[config.mk]
export PLATFORM = sky130hd
export DESIGN_NAME = regfile_port_sched_flat
export DESIGN_NICKNAME = d
export VERILOG_FILES = /design/src/rtl/regfile_pkg.sv /design/src/rtl/regfile_port_sched_if.sv /design/src/rtl/regfile_port_sched_rr_arb2.sv /design/src/rtl/regfile_port_sched.sv /design/src/flat_wrapper.sv
export SDC_FILE = /design/constraint.sdc
export NUM_CORES = 1
export LEC_CHECK = 0
export ABC_CLOCK_PERIOD_IN_PS = 2300
export CORE_MARGIN = 3
export CORE_UTILIZATION = 42
export CTS_CLUSTER_DIAMETER = 60
export DETAILED_ROUTE_END_ITERATION = 8
export GPL_TIMING_DRIVEN = 0
export PLACE_DENSITY = 0.83
export RECOVER_POWER = 50
export SYNTH_ARGS = -nofsm -noshare
export SYNTH_HDL_FRONTEND = slang
export SYNTH_SLANG_ARGS = --single-unit
[constraint.sdc]
create_clock -name clk -period 2.3 [get_ports clk]
set_input_delay 0.69 -clock clk [delete_from_list [all_inputs] [get_ports clk]]
set_output_delay 0.69 -clock clk [all_outputs]
set_load 0.01 [all_outputs]
[src/rtl/regfile_pkg.sv]
// Shared definitions for the register-file port scheduler: default widths,
// regfile mode encoding and the scheduler state encoding.
package regfile_pkg;

  localparam int DATA_W = 32;
  localparam int ADDR_W = 5;

  localparam logic RF_MODE_READ  = 1'b0;
  localparam logic RF_MODE_WRITE = 1'b1;

  // Requester indices on the two-way arbiter.
  localparam int REQ_RD = 0;
  localparam int REQ_WR = 1;

  typedef enum logic [2:0] {
    ST_IDLE = 3'd0,
    ST_RD_A = 3'd1,
    ST_RD_B = 3'd2,
    ST_RD_C = 3'd3,
    ST_WR   = 3'd4
  } sched_state_e;

endpackage

[src/rtl/regfile_port_sched_if.sv]
// Bundle of the operand-read client, write client and regfile port signals
// handled by the scheduler. The slave modport is the scheduler's view.
interface regfile_port_sched_if #(
  parameter int DATA_W = regfile_pkg::DATA_W,
  parameter int ADDR_W = regfile_pkg::ADDR_W
);

  logic              rd_req;
  logic [ADDR_W-1:0] rd_addr_a;
  logic [ADDR_W-1:0] rd_addr_b;
  logic              rd_ack;
  logic              rd_done;
  logic [DATA_W-1:0] rd_data_a;
  logic [DATA_W-1:0] rd_data_b;

  logic              wr_req;
  logic [ADDR_W-1:0] wr_addr;
  logic [DATA_W-1:0] wr_data;
  logic              wr_ack;

  logic [ADDR_W-1:0] rf_address;
  logic              rf_mode;
  logic              rf_write_enable;
  logic [DATA_W-1:0] rf_write_data;
  logic [DATA_W-1:0] rf_out;

  modport slave (
    input  rd_req, rd_addr_a, rd_addr_b, wr_req, wr_addr, wr_data, rf_out,
    output rd_ack, rd_done, rd_data_a, rd_data_b, wr_ack,
           rf_address, rf_mode, rf_write_enable, rf_write_data
  );

  modport master (
    output rd_req, rd_addr_a, rd_addr_b, wr_req, wr_addr, wr_data, rf_out,
    input  rd_ack, rd_done, rd_data_a, rd_data_b, wr_ack,
           rf_address, rf_mode, rf_write_enable, rf_write_data
  );

endinterface

[src/rtl/regfile_port_sched_rr_arb2.sv]
// Two-way round-robin arbiter. A single request always wins; on a tie the
// requester not granted last wins. The history bit only moves when the
// consumer signals that the grant is taken (advance).
module rr_arb2 #(
  parameter logic RESET_LAST = 1'b1
) (
  input  logic       clk,
  input  logic       rst,
  input  logic [1:0] req,
  input  logic       advance,
  output logic [1:0] grant
);

  logic last_grant_r;
  logic [1:0] grant_s;

  // Pick the winner from the current requests and the grant history.
  always_comb begin
    grant_s = 2'b00;
    case (req)
      2'b01:   grant_s = 2'b01;
      2'b10:   grant_s = 2'b10;
      2'b11:   grant_s = last_grant_r ? 2'b01 : 2'b10;
      default: grant_s = 2'b00;
    endcase
  end

  // Remember which requester took the most recent grant.
  always_ff @(posedge clk or negedge rst) begin
    if (!rst) begin
      last_grant_r <= RESET_LAST;
    end else if (advance && (grant_s != 2'b00)) begin
      last_grant_r <= grant_s[1];
    end else begin
      last_grant_r <= last_grant_r;
    end
  end

  assign grant = grant_s;

endmodule

[src/rtl/regfile_port_sched.sv]
// Shares the single-port regfile between the operand-read client (two
// sequential port accesses per request) and the write client. All outputs
// are registered; the regfile's one-cycle read latency is absorbed by
// capturing rf_out one state after each address is presented.
module regfile_port_sched
  import regfile_pkg::*;
(
  input logic                 clk,
  input logic                 rst,
  regfile_port_sched_if.slave bus
);

  sched_state_e state_r, state_nxt_s;

  logic [ADDR_W-1:0] addr_b_r, addr_b_nxt_s;
  logic              rd_ack_r, rd_ack_nxt_s;
  logic              rd_done_r, rd_done_nxt_s;
  logic              wr_ack_r, wr_ack_nxt_s;
  logic [ADDR_W-1:0] rf_address_r, rf_address_nxt_s;
  logic              rf_mode_r, rf_mode_nxt_s;
  logic              rf_we_r, rf_we_nxt_s;
  logic [DATA_W-1:0] rf_wdata_r, rf_wdata_nxt_s;
  logic [DATA_W-1:0] rd_data_a_r, rd_data_a_nxt_s;
  logic [DATA_W-1:0] rd_data_b_r, rd_data_b_nxt_s;

  logic [1:0] req_s;
  logic [1:0] grant_s;
  logic       advance_s;

  assign req_s     = {bus.wr_req, bus.rd_req};
  assign advance_s = (state_r == ST_IDLE);

  // Reset value "write granted last" makes the read side win the first tie.
  rr_arb2 #(.RESET_LAST(1'b1)) u_arb (
    .clk     (clk),
    .rst     (rst),
    .req     (req_s),
    .advance (advance_s),
    .grant   (grant_s)
  );

  // Next state plus next value of every registered output.
  always_comb begin
    state_nxt_s      = state_r;
    addr_b_nxt_s     = addr_b_r;
    rd_ack_nxt_s     = 1'b0;
    rd_done_nxt_s    = 1'b0;
    wr_ack_nxt_s     = 1'b0;
    rf_address_nxt_s = rf_address_r;
    rf_mode_nxt_s    = RF_MODE_READ;
    rf_we_nxt_s      = 1'b0;
    rf_wdata_nxt_s   = rf_wdata_r;
    rd_data_a_nxt_s  = rd_data_a_r;
    rd_data_b_nxt_s  = rd_data_b_r;
    case (state_r)
      ST_IDLE: begin
        if (grant_s[REQ_RD]) begin
          // Address A goes to the port right away; B is kept for RD_A->RD_B.
          state_nxt_s      = ST_RD_A;
          addr_b_nxt_s     = bus.rd_addr_b;
          rf_address_nxt_s = bus.rd_addr_a;
          rd_ack_nxt_s     = 1'b1;
        end else if (grant_s[REQ_WR]) begin
          state_nxt_s      = ST_WR;
          rf_address_nxt_s = bus.wr_addr;
          rf_mode_nxt_s    = RF_MODE_WRITE;
          rf_we_nxt_s      = 1'b1;
          rf_wdata_nxt_s   = bus.wr_data;
          wr_ack_nxt_s     = 1'b1;
        end else begin
          state_nxt_s = ST_IDLE;
        end
      end
      ST_RD_A: begin
        state_nxt_s      = ST_RD_B;
        rf_address_nxt_s = addr_b_r;
      end
      ST_RD_B: begin
        // rf_out now reflects address A presented in RD_A.
        state_nxt_s     = ST_RD_C;
        rd_data_a_nxt_s = bus.rf_out;
      end
      ST_RD_C: begin
        // rf_out now reflects address B presented in RD_B.
        state_nxt_s     = ST_IDLE;
        rd_data_b_nxt_s = bus.rf_out;
        rd_done_nxt_s   = 1'b1;
      end
      ST_WR: begin
        state_nxt_s = ST_IDLE;
      end
      default: begin
        state_nxt_s = ST_IDLE;
      end
    endcase
  end

  // Scheduler state register.
  always_ff @(posedge clk or negedge rst) begin
    if (!rst) begin
      state_r <= ST_IDLE;
    end else begin
      state_r <= state_nxt_s;
    end
  end

  // Output and datapath registers; reset clears them so an in-flight write is cut off.
  always_ff @(posedge clk or negedge rst) begin
    if (!rst) begin
      addr_b_r     <= {ADDR_W{1'b0}};
      rd_ack_r     <= 1'b0;
      rd_done_r    <= 1'b0;
      wr_ack_r     <= 1'b0;
      rf_address_r <= {ADDR_W{1'b0}};
      rf_mode_r    <= RF_MODE_READ;
      rf_we_r      <= 1'b0;
      rf_wdata_r   <= {DATA_W{1'b0}};
      rd_data_a_r  <= {DATA_W{1'b0}};
      rd_data_b_r  <= {DATA_W{1'b0}};
    end else begin
      addr_b_r     <= addr_b_nxt_s;
      rd_ack_r     <= rd_ack_nxt_s;
      rd_done_r    <= rd_done_nxt_s;
      wr_ack_r     <= wr_ack_nxt_s;
      rf_address_r <= rf_address_nxt_s;
      rf_mode_r    <= rf_mode_nxt_s;
      rf_we_r      <= rf_we_nxt_s;
      rf_wdata_r   <= rf_wdata_nxt_s;
      rd_data_a_r  <= rd_data_a_nxt_s;
      rd_data_b_r  <= rd_data_b_nxt_s;
    end
  end

  assign bus.rd_ack          = rd_ack_r;
  assign bus.rd_done         = rd_done_r;
  assign bus.rd_data_a       = rd_data_a_r;
  assign bus.rd_data_b       = rd_data_b_r;
  assign bus.wr_ack          = wr_ack_r;
  assign bus.rf_address      = rf_address_r;
  assign bus.rf_mode         = rf_mode_r;
  assign bus.rf_write_enable = rf_we_r;
  assign bus.rf_write_data   = rf_wdata_r;

endmodule

[src/flat_wrapper.sv]
// flat-port wrapper written by rule: the top's interface ports become plain ports
module regfile_port_sched_flat import regfile_pkg::*;
  (clk, rst, bus_rd_req, bus_rd_addr_a, bus_rd_addr_b, bus_wr_req, bus_wr_addr, bus_wr_data, bus_rf_out, bus_rd_ack, bus_rd_done, bus_rd_data_a, bus_rd_data_b, bus_wr_ack, bus_rf_address, bus_rf_mode, bus_rf_write_enable, bus_rf_write_data);
  regfile_port_sched_if bus_i ();
  input logic clk;
  input logic rst;
  input wire logic [$bits(bus_i.rd_req)-1:0] bus_rd_req;
  input wire logic [$bits(bus_i.rd_addr_a)-1:0] bus_rd_addr_a;
  input wire logic [$bits(bus_i.rd_addr_b)-1:0] bus_rd_addr_b;
  input wire logic [$bits(bus_i.wr_req)-1:0] bus_wr_req;
  input wire logic [$bits(bus_i.wr_addr)-1:0] bus_wr_addr;
  input wire logic [$bits(bus_i.wr_data)-1:0] bus_wr_data;
  input wire logic [$bits(bus_i.rf_out)-1:0] bus_rf_out;
  output wire logic [$bits(bus_i.rd_ack)-1:0] bus_rd_ack;
  output wire logic [$bits(bus_i.rd_done)-1:0] bus_rd_done;
  output wire logic [$bits(bus_i.rd_data_a)-1:0] bus_rd_data_a;
  output wire logic [$bits(bus_i.rd_data_b)-1:0] bus_rd_data_b;
  output wire logic [$bits(bus_i.wr_ack)-1:0] bus_wr_ack;
  output wire logic [$bits(bus_i.rf_address)-1:0] bus_rf_address;
  output wire logic [$bits(bus_i.rf_mode)-1:0] bus_rf_mode;
  output wire logic [$bits(bus_i.rf_write_enable)-1:0] bus_rf_write_enable;
  output wire logic [$bits(bus_i.rf_write_data)-1:0] bus_rf_write_data;
  assign bus_i.rd_req = bus_rd_req;
  assign bus_i.rd_addr_a = bus_rd_addr_a;
  assign bus_i.rd_addr_b = bus_rd_addr_b;
  assign bus_i.wr_req = bus_wr_req;
  assign bus_i.wr_addr = bus_wr_addr;
  assign bus_i.wr_data = bus_wr_data;
  assign bus_i.rf_out = bus_rf_out;
  assign bus_rd_ack = bus_i.rd_ack;
  assign bus_rd_done = bus_i.rd_done;
  assign bus_rd_data_a = bus_i.rd_data_a;
  assign bus_rd_data_b = bus_i.rd_data_b;
  assign bus_wr_ack = bus_i.wr_ack;
  assign bus_rf_address = bus_i.rf_address;
  assign bus_rf_mode = bus_i.rf_mode;
  assign bus_rf_write_enable = bus_i.rf_write_enable;
  assign bus_rf_write_data = bus_i.rf_write_data;
  regfile_port_sched u_core (.clk(clk), .rst(rst), .bus(bus_i));
endmodule
== Word-level counts from Yosys, hierarchy flattened ==
Index checks and enable logic that the tools add are counted.

* Output and inout port bits: 106
* Input bits: 83
* Flip-flop bits (word level): 113

* Bitwise gates (word level): 1
* Reduce and logical (&&, ||, !) cells: 7
* Multiplexer cells: 14
* Equality and inequality tests: 7

{| class="wikitable"
|+ Operators by type and width
! operator !! count
|-
| 2-to-1 mux 5 bit || 2
|-
| one-hot mux 5 bit (2 select lines) || 1
|-
| one-hot mux 3 bit (3 select lines) || 1
|-
| equality test 3 x 2 -> 1 bit (second input constant) || 2
|-
| 2-to-1 mux 1 bit || 6
|-
| 2-to-1 mux 3 bit || 2
|-
| one-hot mux 2 bit (3 select lines) || 1
|-
| equality test 2 bit (second input constant) || 2
|-
| AND reduction 2 bit || 2
|-
| nonzero test 2 bit || 2
|-
| equality test 3 x 1 -> 1 bit (second input constant) || 1
|-
| zero test 3 bit || 1
|-
| inequality test 3 x 1 -> 1 bit (second input constant) || 1
|-
| AND reduction 3 bit || 1
|-
| equality test 2 x 1 -> 1 bit (second input constant) || 1
|-
| 2-to-1 mux 2 bit || 1
|-
| logical AND 1 bit || 1
|-
| inverter 1 bit || 1
|}

== Logic depth before layout (Yosys ltp) ==
* Depth after elaboration: 5
* Mapped depth: 5

== Modules after synthesis ==
From an unflattened synthesis, not the netlist that was laid out.

* Cell total of the unflattened synthesis: 272
* Area total of the unflattened synthesis: 4398.0 um^2

{| class="wikitable"
|+ By module, submodules not included
! module !! area an instance (um^2) !! cells each !! instances
|-
| regfile_port_sched || 4341.7 || 266 || 1
|-
| rr_arb2 || 56.3 || 6 || 1
|}

== Worst setup path after synthesis ==
No wires, ideal clock.

* Path type: input to register
* Start point: in bus_wr_req
* End point: reg u_core.rf_wdata_r[10] (netlist: u_core.bus.rf_write_data[10])
* Setup time: 0.125 ns
* Stages: 4
* Path slack: 0.382 ns
* Data arrival time: 1.793 ns
* Cells stage by stage: a21bo_4 -> nor4_4 -> buf_6 -> mux2_2

* Word-level cells in the longest chain between the ends: 4

{| class="wikitable"
|+ RTL lines
! what !! RTL line !! RTL
|-
| start: declaration || flat_wrapper.sv:10 || <nowiki>input wire logic [$bits(bus_i.wr_req)-1:0] bus_wr_req;</nowiki>
|-
| equality test 2 bit / equality test 2 x 1 -> 1 bit (equally long branches) || regfile_port_sched_rr_arb2.sv:20 || <nowiki>case (req)</nowiki>
|-
| one-hot mux 2 bit (3 select lines) * || regfile_port_sched_rr_arb2.sv:20 ||
|-
| inverter 1 bit (no source line) || -- ||
|-
| AND reduction 3 bit (no source line) * || -- ||
|-
| end signal: assignment || regfile_port_sched.sv:117 || <nowiki>rf_wdata_r <= {DATA_W{1'b0}};</nowiki>
|-
| end signal: assignment || regfile_port_sched.sv:128 || <nowiki>rf_wdata_r <= rf_wdata_nxt_s;</nowiki>
|-
| end: declaration || regfile_port_sched.sv:22 || <nowiki>logic [DATA_W-1:0] rf_wdata_r, rf_wdata_nxt_s;</nowiki>
|}

Mark *: on every way between the ends. The rest lies on a longest branch, timed or not.
A chain may end at the register's enable or synchronous reset.

== Worst setup path after layout ==
* Start point: reg u_core.wr_ack_r (netlist: u_core.bus.wr_ack)
* End point: out bus_wr_ack

{| class="wikitable"
|+ RTL lines
! what !! RTL line !! RTL
|-
| start: declaration || regfile_port_sched.sv:18 || <nowiki>logic wr_ack_r, wr_ack_nxt_s;</nowiki>
|-
| start signal: assignment || regfile_port_sched.sv:124 || <nowiki>wr_ack_r <= wr_ack_nxt_s;</nowiki>
|-
| end: declaration || flat_wrapper.sv:18 || <nowiki>output wire logic [$bits(bus_i.wr_ack)-1:0] bus_wr_ack;</nowiki>
|}

No word-level cell between the ends.

==> results.md <==
- Status: finished, final reports clean
- Die width: 108 um
- Grt ovf: 0
- Critical Path Max Stage Delay: 520 ps
- Sink Count: 113
- Post-DP Area: 6420 um2
- ANT cells: 0
- Clk_lat worst skew: 500 ps
- Worst r2r dst: u_core.bus.rd_data_b[13]
- Post-synth top cells: 112 x dfrtp_1, 99 x mux2_2, 9 x buf_2
- R2R Path Start: u_core.state_r[2]
- Hold WS: 481 ps
- Die Area: 11600 um2
- IO Count: 189
- Core area: 9910 um2
- Hold Path Origin: u_core.bus.rf_write_data[6]
- CP endpoint kind: output pin
- Worst Hold Path EP: u_core.bus.rf_write_data[6]
- Num CTS Buffers: 17
- Most area-consuming cells after synthesis: dfrtp_1 64%, mux2_2 26%, buf_2 1.0%, a2bb2oi_1 1.0%, o221ai_1 1.0%
- Antenna-violating nets left: 0
- Final Routed Wirelength: 10300 um
- Synth cell types: 26
- FF+latch count, synth: 113
- Drc violations: 0
- Die Span Y: 108 um
- Max-slew violations: 0
- Synth Warn #: 0
- Initial antenna violation count: 0
- Final Net Count: 559
- Fmax: 0.456 GHz
- Vias per cell: 4.83
- Maximum vdd drop: 0.000734 V
- R2R depth: 4
- DR WL/cell: 16.6 um
- HPWL after detailed placement: 7730 um
- Port Buf Inserts: 188
- RSZ-0062 raised after global routing: false
- Final Instance Area: 7010 um2
- Vias in the first global route: 3367
- Final min period: 2190 ps
- Critical Path Source Type: flip-flop
- Sequential share of the synthesized area: 65.1%
- Min-delay worst type: flip-flop to flip-flop
- Net Count, Synth: 351
- Area leader, netlist: dfrtp_1
- Actual slew at the worst max-slew pin: 1360 ps
- Critical Path Fanout Max: 3
- Pre-antenna DRT Iters: 4
- First-pass GRT wire length: 16700 um
- Share of layout cells above drive strength 1: 29.5%
- Final RePlAce weighted congestion: 0.747
- Post-CTS setup buffer count: 0
- PostCTS Resize Cnt: 0
- Initial DRC count: 83
- CTS H-tree depth: 4
- Area delta synth->final: 61.3%
- Fin worst setup slack: 108 ps
- Row Count: 36
- Hold Path Cell Cnt: 1
- R2R setup slack: 300 ps
- Post-synthesis instance total: 268
- Endpoints failing setup: 0
- Vias: 3000
- Crit-path slowest cell: clkdlybuf4s50_1
- Pre-CTS setup slack: -409 ps
- Total power draw: 10.8 mW
- Pwr dens: 1540 nW/um2
- Overall Global Routing Usage: 18.6%
- Hold buffers post-CTS: 0
- Crit-path cells: buf_4, clkdlybuf4s50_1
- Max clock buf depth: 2
- EDFF count, synth: 0
- Syn avg cell area: 16.2 um2
- CP required: 1610 ps
- Initial Util: 43.9%
- Post-synth ARST share: 100%
- Clock Skews: 9.19 ps
- Maxcap violations: 0
- Worst rel slew slack: 9.05%
- Critical Path AT: 1500 ps
- Reg clk slew, reported paths: 50 ps
- Final hold viol count: 0
- Worst setup path class: flip-flop to output pin
- Largest net degree at the start of global routing: 60
- Share of the synthesized area in the top cell type: 64.5%
- Post-Syn Area: 4350 um2
- Root buffer cell: clkbuf_8
- Final worst-path cycle share: 95.3%
- Top FF cell, synth: dfrtp_1
- Leakage power: 2.93 nW
- Count leader, synth: dfrtp_1
- TritonCTS clock tree: done
final cells by class:
type	instances	area (um2)
fillers	705	2900
flip-flops and latches	113	2830
repair buffers	189	1900
multi-input cells	136	1410
clock buffers	20	435
well taps	133	166
clock inverters	11	163
plain buffers	15	91.3
inverters	4	15.0
registers in the layout, summed over array words and instances, names as in the netlist:
signal                     cells
u_core.state_r                 3
u_core.bus.rd_data_b          32
u_core.bus.rd_done             1
u_core.bus.rf_write_data      32
u_core.bus.rf_address          5
u_core.bus.rd_data_a          32
u_core.bus.wr_ack              1
u_core.u_arb.last_grant_r      1
u_core.addr_b_r                5
u_core.bus.rd_ack              1
cells by family after synthesis:
group,synth area share (%)
multiplexers,26.2
flip-flops,65.1
buffers and inverters,2.59
XOR/XNOR,0.202
AO/OA/AOI/OAI,3.14
AND/OR/NAND/NOR,2.82
worst max-delay path: cells and delay by family (launching register included):
kind	cells	cell delay, ps
buffers and inverters	2	640
DFF	1	370
power by group:
part / internal, mW / total (mW) / leakage (nW) / switching [mW]
Sequential: 3.03 / 3.53 / 1.33 / 0.506
Clock: 1.77 / 2.63 / 0.287 / 0.857
Combinational: 2.90 / 4.66 / 1.31 / 1.76
Total: 7.70 / 10.8 / 2.93 / 3.12
metal layers:
layer / vias to the layer above / share of wire (%) / GRT usage, %
li1: 1378 / - / -
met1: 1483 / 38 / 21.3
met2: 127 / 50 / 31.1
met3: 12 / 10 / 7.98
met4: 0 / 1.0 / 6.22
met5: - / 0 / 0
how the worst max path moves through the flow:
stage | start | end | slack [ps]
floorplan | bus_wr_req | u_core.bus.rf_write_data[10] | 380
CTS | u_core.bus.wr_ack | bus_wr_ack | 80
global placement | rst | u_core.bus.rd_data_a[7] | -3570
global route | bus_rd_req | u_core.bus.rf_write_data[8] | 20
detailed placement | bus_rd_req | u_core.bus.rf_write_data[15] | -410
finish | u_core.bus.wr_ack | bus_wr_ack | 110
per-stage QoR:
stage	TNS [ps]	utilization, %	cells
after detailed placement	-12770	64.8	590
final	0	70.7	621
after floorplan	0	-	268
after global routing	0	70.7	621
after global placement	-412390	64.5	589
after CTS	0	70.8	621
placed cells by master, fill, tap and decap left out, types with 2 or more instances in the layout:
cell             count
buf_4                2
buf_6                3
nor3_1               2
clkbuf_16           16
buf_2                2
nor2_1               2
clkinvlp_4           3
a2bb2oi_1            5
nand3b_1             2
o221ai_1             5
clkbuf_2             3
clkbuf_8             2
clkdlybuf4s50_1    186
clkbuf_1             8
clkinv_2             4
or2b_1               2
bufinv_16            4
inv_1                4
a21oi_1              5
mux2_1               2
nand2b_1             3
mux2_2              99
dfrtp_1            112
Power figures use the tool's default switching activity.
